### src/rtl/out_uart_pkg.sv
`default_nettype none
// ============================================================================
//  Module      : out_uart_pkg
//  Description : Shared types, constants and helpers for the out_uart_tx
//                serial output peripheral.
//                - tx_state_t      : byte serializer states
//                - UART_IDLE_LEVEL : level of the line between frames
//                - ASCII_NL        : newline appended to each ASCII word
//                - hex_ascii()     : nibble to uppercase ASCII hex digit
//  Revision    : 1.0  initial release
// ============================================================================
package out_uart_pkg;

    typedef enum logic [1:0] {
        IDLE  = 2'd0,
        START = 2'd1,
        DATA  = 2'd2,
        STOP  = 2'd3
    } tx_state_t;

    localparam logic       UART_IDLE_LEVEL = 1'b1;
    localparam logic [7:0] ASCII_NL        = 8'h0A;

    // '0'-'9' -> 0x30-0x39, 'A'-'F' -> 0x41-0x46
    function automatic logic [7:0] hex_ascii(input logic [3:0] nibble);
        if (nibble < 4'd10) begin
            return 8'h30 + {4'h0, nibble};
        end
        return 8'h37 + {4'h0, nibble};
    endfunction

endpackage : out_uart_pkg
`default_nettype wire

### src/rtl/uart_tx_byte.sv
`default_nettype none
// ============================================================================
//  Module      : uart_tx_byte
//  Description : 8N1 transmitter for a single byte. A byte is accepted when
//                load is high while ready is high. ready is also high on the
//                final cycle of a STOP bit so that a following byte can be
//                chained with no idle gap on the line.
//  Ports       : clk    - system clock
//                rst_n  - asynchronous active-low reset
//                load   - accept data (only honoured while ready)
//                data   - byte to transmit, LSB first
//                ready  - can accept a byte on the next edge
//                idle   - serializer is in IDLE (no frame on the line)
//                tx     - registered serial output, idle high
//  Revision    : 1.0  initial release
// ============================================================================
module uart_tx_byte
    import out_uart_pkg::*;
#(
    parameter int CLK_DIV = 434
) (
    input  logic       clk,
    input  logic       rst_n,
    input  logic       load,
    input  logic [7:0] data,
    output logic       ready,
    output logic       idle,
    output logic       tx
);

    localparam int            CW       = $clog2(CLK_DIV);
    localparam logic [CW-1:0] CNT_LAST = CW'(CLK_DIV - 1);

    tx_state_t     state;
    logic [CW-1:0] cnt;
    logic [2:0]    bit_idx;
    logic [7:0]    shreg;
    logic          bit_end;

    assign bit_end = (cnt == CNT_LAST);
    assign idle    = (state == IDLE);
    assign ready   = idle || ((state == STOP) && bit_end);

    // tx is registered and updated on the same edge as the state change,
    // so the line moves exactly at state entry.
    always_ff @(posedge clk or negedge rst_n) begin
        if (!rst_n) begin
            state   <= IDLE;
            cnt     <= '0;
            bit_idx <= 3'd0;
            shreg   <= 8'h00;
            tx      <= UART_IDLE_LEVEL;
        end else begin
            case (state)
                IDLE: begin
                    if (load) begin
                        state <= START;
                        cnt   <= '0;
                        shreg <= data;
                        tx    <= 1'b0;
                    end
                end
                START: begin
                    if (bit_end) begin
                        state   <= DATA;
                        cnt     <= '0;
                        bit_idx <= 3'd0;
                        tx      <= shreg[0];
                    end else begin
                        cnt <= cnt + 1'b1;
                    end
                end
                DATA: begin
                    if (bit_end) begin
                        cnt <= '0;
                        if (bit_idx == 3'd7) begin
                            state <= STOP;
                            tx    <= UART_IDLE_LEVEL;
                        end else begin
                            bit_idx <= bit_idx + 3'd1;
                            shreg   <= {1'b0, shreg[7:1]};
                            tx      <= shreg[1];
                        end
                    end else begin
                        cnt <= cnt + 1'b1;
                    end
                end
                STOP: begin
                    if (bit_end) begin
                        cnt <= '0;
                        if (load) begin
                            state <= START;
                            shreg <= data;
                            tx    <= 1'b0;
                        end else begin
                            state <= IDLE;
                            tx    <= UART_IDLE_LEVEL;
                        end
                    end else begin
                        cnt <= cnt + 1'b1;
                    end
                end
                default: begin
                    state <= IDLE;
                    cnt   <= '0;
                    tx    <= UART_IDLE_LEVEL;
                end
            endcase
        end
    end

endmodule : uart_tx_byte
`default_nettype wire

### src/rtl/out_uart_tx.sv
`default_nettype none
// ============================================================================
//  Module      : out_uart_tx
//  Description : Watches the CPU out port, queues every new value in a small
//                FIFO and sends each word on a UART TX line (8N1), most
//                significant byte first.
//                Build option: define OUT_UART_ASCII_EN to send each word as
//                DATA_WIDTH/4 uppercase ASCII hex digits followed by 0x0A
//                instead of raw bytes.
//  Ports       : clk     - system clock, shared with the CPU
//                rst_n   - asynchronous active-low reset
//                out_in  - CPU out port value
//                tx      - UART serial line, idle high
//                busy    - frame on the line or FIFO non-empty
//                dropped - sticky, a value arrived while the FIFO was full
//  Revision    : 1.0  initial release
// ============================================================================
module out_uart_tx
    import out_uart_pkg::*;
#(
    parameter int DATA_WIDTH = 16,
    parameter int CLK_DIV    = 434,
    parameter int FIFO_DEPTH = 4
) (
    input  logic                  clk,
    input  logic                  rst_n,
    input  logic [DATA_WIDTH-1:0] out_in,
    output logic                  tx,
    output logic                  busy,
    output logic                  dropped
);

    localparam int AW = $clog2(FIFO_DEPTH);
`ifdef OUT_UART_ASCII_EN
    localparam int NCHARS = DATA_WIDTH / 4;
    localparam int NBYTES = NCHARS + 1;
`else
    localparam int NBYTES = DATA_WIDTH / 8;
`endif
    localparam int            IW       = (NBYTES > 1) ? $clog2(NBYTES) : 1;
    localparam logic [IW-1:0] LAST_IDX = IW'(NBYTES - 1);

    // Byte number idx of a word, in transmission order.
    function automatic logic [7:0] pick_byte(input logic [DATA_WIDTH-1:0] w,
                                             input logic [IW-1:0]         idx);
`ifdef OUT_UART_ASCII_EN
        if (int'(idx) >= NCHARS) begin
            return ASCII_NL;
        end
        return hex_ascii(4'(w >> (4 * (NCHARS - 1 - int'(idx)))));
`else
        return 8'(w >> (8 * (NBYTES - 1 - int'(idx))));
`endif
    endfunction

    // ------------------------------------------------------------------
    // Change detector
    // ------------------------------------------------------------------
    logic [DATA_WIDTH-1:0] prev;
    logic                  push_req;

    assign push_req = (out_in != prev);

    always_ff @(posedge clk or negedge rst_n) begin
        if (!rst_n) begin
            prev <= '0;
        end else begin
            prev <= out_in;
        end
    end

    // ------------------------------------------------------------------
    // FIFO: pointers carry one extra wrap bit to tell full from empty
    // ------------------------------------------------------------------
    logic [DATA_WIDTH-1:0] mem [FIFO_DEPTH];
    logic [AW:0]           wr_ptr;
    logic [AW:0]           rd_ptr;
    logic                  empty;
    logic                  full;
    logic                  push;
    logic                  pop;
    logic [DATA_WIDTH-1:0] head;

    assign empty = (wr_ptr == rd_ptr);
    assign full  = (wr_ptr[AW] != rd_ptr[AW]) && (wr_ptr[AW-1:0] == rd_ptr[AW-1:0]);
    assign head  = mem[rd_ptr[AW-1:0]];
    // A pop on the same edge frees the slot, so a push into a full FIFO is
    // still accepted; the head is consumed before the slot is overwritten.
    assign push  = push_req && (!full || pop);

    always_ff @(posedge clk) begin
        if (push) begin
            mem[wr_ptr[AW-1:0]] <= out_in;
        end
    end

    always_ff @(posedge clk or negedge rst_n) begin
        if (!rst_n) begin
            wr_ptr  <= '0;
            rd_ptr  <= '0;
            dropped <= 1'b0;
        end else begin
            if (push) begin
                wr_ptr <= wr_ptr + 1'b1;
            end
            if (pop) begin
                rd_ptr <= rd_ptr + 1'b1;
            end
            if (push_req && full && !pop) begin
                dropped <= 1'b1;
            end
        end
    end

    // ------------------------------------------------------------------
    // Word-to-byte sequencing
    // ------------------------------------------------------------------
    logic                  word_active;
    logic [IW-1:0]         byte_idx;
    logic [DATA_WIDTH-1:0] word;
    logic                  byte_ready;
    logic                  byte_idle;
    logic                  start_word;
    logic                  next_byte;
    logic                  load;
    logic [7:0]            load_data;

    // A new word is only taken from a fully idle serializer, which gives the
    // one IDLE cycle between consecutive words.
    assign start_word = !word_active && byte_idle && !empty;
    assign next_byte  = word_active && byte_ready && (byte_idx != LAST_IDX);
    assign pop        = start_word;
    assign load       = start_word || next_byte;
    assign load_data  = start_word ? pick_byte(head, '0)
                                   : pick_byte(word, byte_idx + 1'b1);
    assign busy       = word_active || !empty;

    always_ff @(posedge clk or negedge rst_n) begin
        if (!rst_n) begin
            word_active <= 1'b0;
            byte_idx    <= '0;
            word        <= '0;
        end else if (start_word) begin
            word_active <= 1'b1;
            byte_idx    <= '0;
            word        <= head;
        end else if (next_byte) begin
            byte_idx <= byte_idx + 1'b1;
        end else if (word_active && byte_ready) begin
            // Last STOP bit ends: the serializer falls back to IDLE
            word_active <= 1'b0;
        end
    end

    uart_tx_byte #(
        .CLK_DIV (CLK_DIV)
    ) u_tx_byte (
        .clk   (clk),
        .rst_n (rst_n),
        .load  (load),
        .data  (load_data),
        .ready (byte_ready),
        .idle  (byte_idle),
        .tx    (tx)
    );

endmodule : out_uart_tx
`default_nettype wire

### config.mk
export PLATFORM = sky130hd
export DESIGN_NAME = out_uart_tx
export DESIGN_NICKNAME = d
export VERILOG_FILES = /design/src/rtl/out_uart_pkg.sv /design/src/rtl/uart_tx_byte.sv /design/src/rtl/out_uart_tx.sv
export SDC_FILE = /design/constraint.sdc
export NUM_CORES = 1
export LEC_CHECK = 0
export BUFFER_PORTS_ARGS = -buffer_cell sky130_fd_sc_hd__buf_2
export CORE_MARGIN = 2
export CORE_UTILIZATION = 55
export CTS_BUF_LIST = sky130_fd_sc_hd__clkbuf_4
export CTS_CLUSTER_DIAMETER = 60
export DETAILED_ROUTE_END_ITERATION = 8
export PLACE_DENSITY = 0.75
export SLEW_MARGIN = 20
export SYNTH_ARGS = -nofsm -noshare
export SYNTH_HDL_FRONTEND = slang
export SYNTH_SLANG_ARGS = --single-unit
### constraint.sdc
create_clock -name clk -period 2 [get_ports clk]
set_input_delay 0.4 -clock clk [delete_from_list [all_inputs] [get_ports clk]]
set_output_delay 0.4 -clock clk [all_outputs]
set_load 0.005 [all_outputs]
==> metrics.csv <==
stage;metric;value;unit
placement;hpwl dp;6820;um
routing;drt pass-1 iters;4;
floorplan;Die H;104;um
cts;CTS H-tree depth;4;
layout;Multi-input gate area;1990;um^2
floorplan;# rows;36;
cts;clock root buffer;clkbuf_4;
synthesis;main combinational cell family by area after synthesis;multiplexers;
layout;nets;510;
synthesis;post-synthesis sequential area ratio;63.7;%
floorplan;Die Span X;104;um
grt;total grt overflow;0;
placement;IO Port Bufs;20;
routing;vias per cell;5.39;
min_path;worst hold path type;in2reg;
timing;Final Cycle Share;100;%
timing;RSZ-0062 raised after global routing;yes;
placement;pre-CTS setup slack;-0.0609;ns
floorplan;die area;10900;um^2
synthesis;Synth Area in XOR/XNOR;3.78;%
cts;clock slew at reported path FFs;0.11;ns
timing;min Tclk post-route;2.00;ns
timing;Clock Skew;0.0181;ns
grt;global-route wire length before repair;16600;um
synthesis;Compound-Gate Fraction of Synth Area;6.85;%
routing;# DRC;0;
synthesis;asr flop ratio synth;50.0;%
power;Final Power;6.18;mW
power;Leak Pwr;2.77;nW
cts;Clock Latency Late Sink;0.52;ns
layout;Diodes inserted;0;
floorplan;Starting Density;56.6;%
synthesis;Most used DFF post-synth;edfxtp_1;
timing;Fin. Hold Viols;0;
outcome;status;complete, but fails checks;
floorplan;Core Region;9770;um^2
routing;final wirelength;9670;um
critical_path;CP Class;reg2out;
cts;CTS tree;done;
cts;clock sink total;128;
layout;layout cell share with drive strength beyond 1;33.2;%
timing;fin. max-slew vios;0;
synthesis;Netlist Area Pre-Place;5530;um^2
routing;total number of vias;3361;
min_path;hold depth;1;
timing;maximum operating frequency;0.500;GHz
grt;vias in the first global route;3399;
layout;Fillers;699;
timing;# setup viols final;2;
run;Max Cap Viol;0;
outcome;failing checks;negative setup slack;
timing;hold slack;0.0669;ns
timing;Max-slew headroom;68.5;%
floorplan;io pins;21;
critical_path;CP max FO;2;
cts;Num CTS Buffers;17;
placement;routability-driven placement congestion ratio;0.804;
grt;antenna violations before repair;0;
critical_path;crit start category;register;
critical_path;R2R Setup Slk;-0.0009;ns
critical_path;worst path required time;1.60;ns
cts;CTS max path bufs;2;
routing;post-route ant nets;0;
min_path;WHS Endpoint;prev[6]$_DFF_PN0_;
synthesis;mux cell area share after synthesis;11.8;%
synthesis;Post-Syn Nets;424;
power;Pwr per Cell Area;940;nW/um^2
critical_path;RR Endpoint;u_tx_byte.shreg[2]$_DFFE_PN0P_;
critical_path;CP endpoint kind;output pin;
layout;Layout area overhead;18.9;%
synthesis;Yosys Warn Count;0;
layout;commonest non-fill, non-tap cell in the layout;nand2_1;
synthesis;#FFs+latches synth;128;
critical_path;R2R Path Start;rd_ptr[1]$_DFFE_PN0P_;
synthesis;Post-Syn Area per Cell;14.1;um^2
grt;gr usage total;19.8;%
synthesis;cell count after synthesis;392;
synthesis;Post-synth EDFFs;64;
layout;Seq. cell area;3520;um^2
synthesis;Synth Area in Simple Gates;8.79;%
layout;commonest cells after routing, fill and taps aside;nand2_1 (68), edfxtp_1 (64), dfrtp_1 (63), buf_4 (52), o21ai_0 (26);
grt;largest net degree at the start of global routing;38;
timing;final setup margin;-0.000949;ns
critical_path;Worst Reg-to-Reg Cells;6;
synthesis;Adder-Cell Fraction of Synth Area;3.17;%
synthesis;Yosys cell types;46;
routing;wire length per cell;15.5;um
routing;Detailed Route Iter0 Violations;117;
layout;fin util;67.3;%
critical_path;WP data arrival;1.60;ns
min_path;Hold Startpoint;out_in[6];
timing;Worst Tran Pin Value;0.473;ns
power;Max IR drop VDD;941;uV
## worst max-delay path by stage
stage                                            start                        endpoint  cells past startpoint
after global placement    u_tx_byte.cnt[1]$_DFFE_PN0P_  u_tx_byte.shreg[4]$_DFFE_PN0P_                      8
after detailed placement                    out_in[14]             mem[1][3]$_DFFE_PP_                      7
after floorplan           u_tx_byte.cnt[1]$_DFFE_PN0P_  u_tx_byte.shreg[0]$_DFFE_PN0P_                      8
after CTS                        rd_ptr[0]$_DFFE_PN0P_                            busy                      5
after global routing             rd_ptr[0]$_DFFE_PN0P_                            busy                      5
final                            rd_ptr[0]$_DFFE_PN0P_                            busy                      5
## power by group
group	leakage (nW)	switching (mW)	total [mW]	internal, mW
sequential	1.36	0.131	3.50	3.37
combinational	1.29	0.648	1.22	0.574
clock	0.122	0.945	1.46	0.517
total	2.77	1.72	6.18	4.46
## repair_timing
action,4_1_cts,5_1_grt
resized for setup,10,10
hold buffers,1,2
buffers inserted,1,0
endpoints found under the hold margin,61,2
pin swaps,3,2
endpoints found under the setup margin,9,78
## synth_stat cells (2+ instances only)
master    number  share of area (%)
mux2i_1        8                1.4
a21oi_1        4               0.36
edfxtp_1      64                 35
nand2_1       69                4.7
mux4_2        16                6.5
xnor2_1        3               0.47
and3_1        11                1.2
nor4_1         4               0.45
mux2_2         8                1.6
xor2_1        19                3.0
dfrtp_1       63                 28
nand3_1        2               0.18
o21ai_0       26                2.4
a211oi_1       2               0.27
and2_1         2               0.23
ha_1          14                3.2
buf_6          3               0.61
nand2b_1       2               0.23
nor3_1         3               0.27
a21o_1         3               0.41
a22o_1         7                1.1
mux2_4         8                2.2
inv_1          7               0.47
clkbuf_1       4               0.27
buf_2          6               0.54
nor2_1        13               0.88
a21oi_2        2               0.32
## state kept, by name (all words and copies together) (netlist names)
register	count
u_tx_byte.state	2
byte_idx	1
wr_ptr	3
u_tx_byte.cnt	9
word_active	1
word	16
prev	16
u_tx_byte.bit_idx	3
rd_ptr	3
mem	64
dropped	1
u_tx_byte.tx	1
u_tx_byte.shreg	8
## per-layer routing
metal  vias to the layer above  GRT usage [%]  share of wire [%]
met5                         -              0                  0
met4                         0           6.37               0.61
met3                         7           6.02                3.7
met2                        64           31.2                 49
met1                      1684           26.6                 46
li1                       1606              -                  -
## critical path, cell delays in order, from the launching register on
cell and delay (ns):
dfrtp_1 0.42, xor2_2 0.20, buf_4 0.16, nor3_4 0.11
nand2b_1 0.07, buf_2 0.13
## cells by family after synthesis
family          count (synthesis)
buf+inv                        21
xor+xnor                       23
fa+ha+maj                      14
simple gates                  110
mux                            40
compound gates                 56
flops                         128
## through the flow
stage	cells	area, um^2	TNS [ns]
5_1_grt	624	6580	-0.860
3_3_place_gp	589	6220	-0.166
3_5_place_dp	589	6220	-3.51
6_report	624	6580	-0.00100
4_1_cts	622	6510	-0.0460
2_1_floorplan	392	5540	0
## area by class of cell
type / count / area share [%]
Multi-Input combinational cell: 243 / 30.3
Clock buffer: 19 / 2.17
Tap cell: 133 / 2.53
Sequential cell: 128 / 53.6
Inverter: 7 / 0.399
Timing Repair Buffer: 81 / 9.66
Clock inverter: 13 / 1.39
Note: power is estimated with default switching activity, not from simulation.
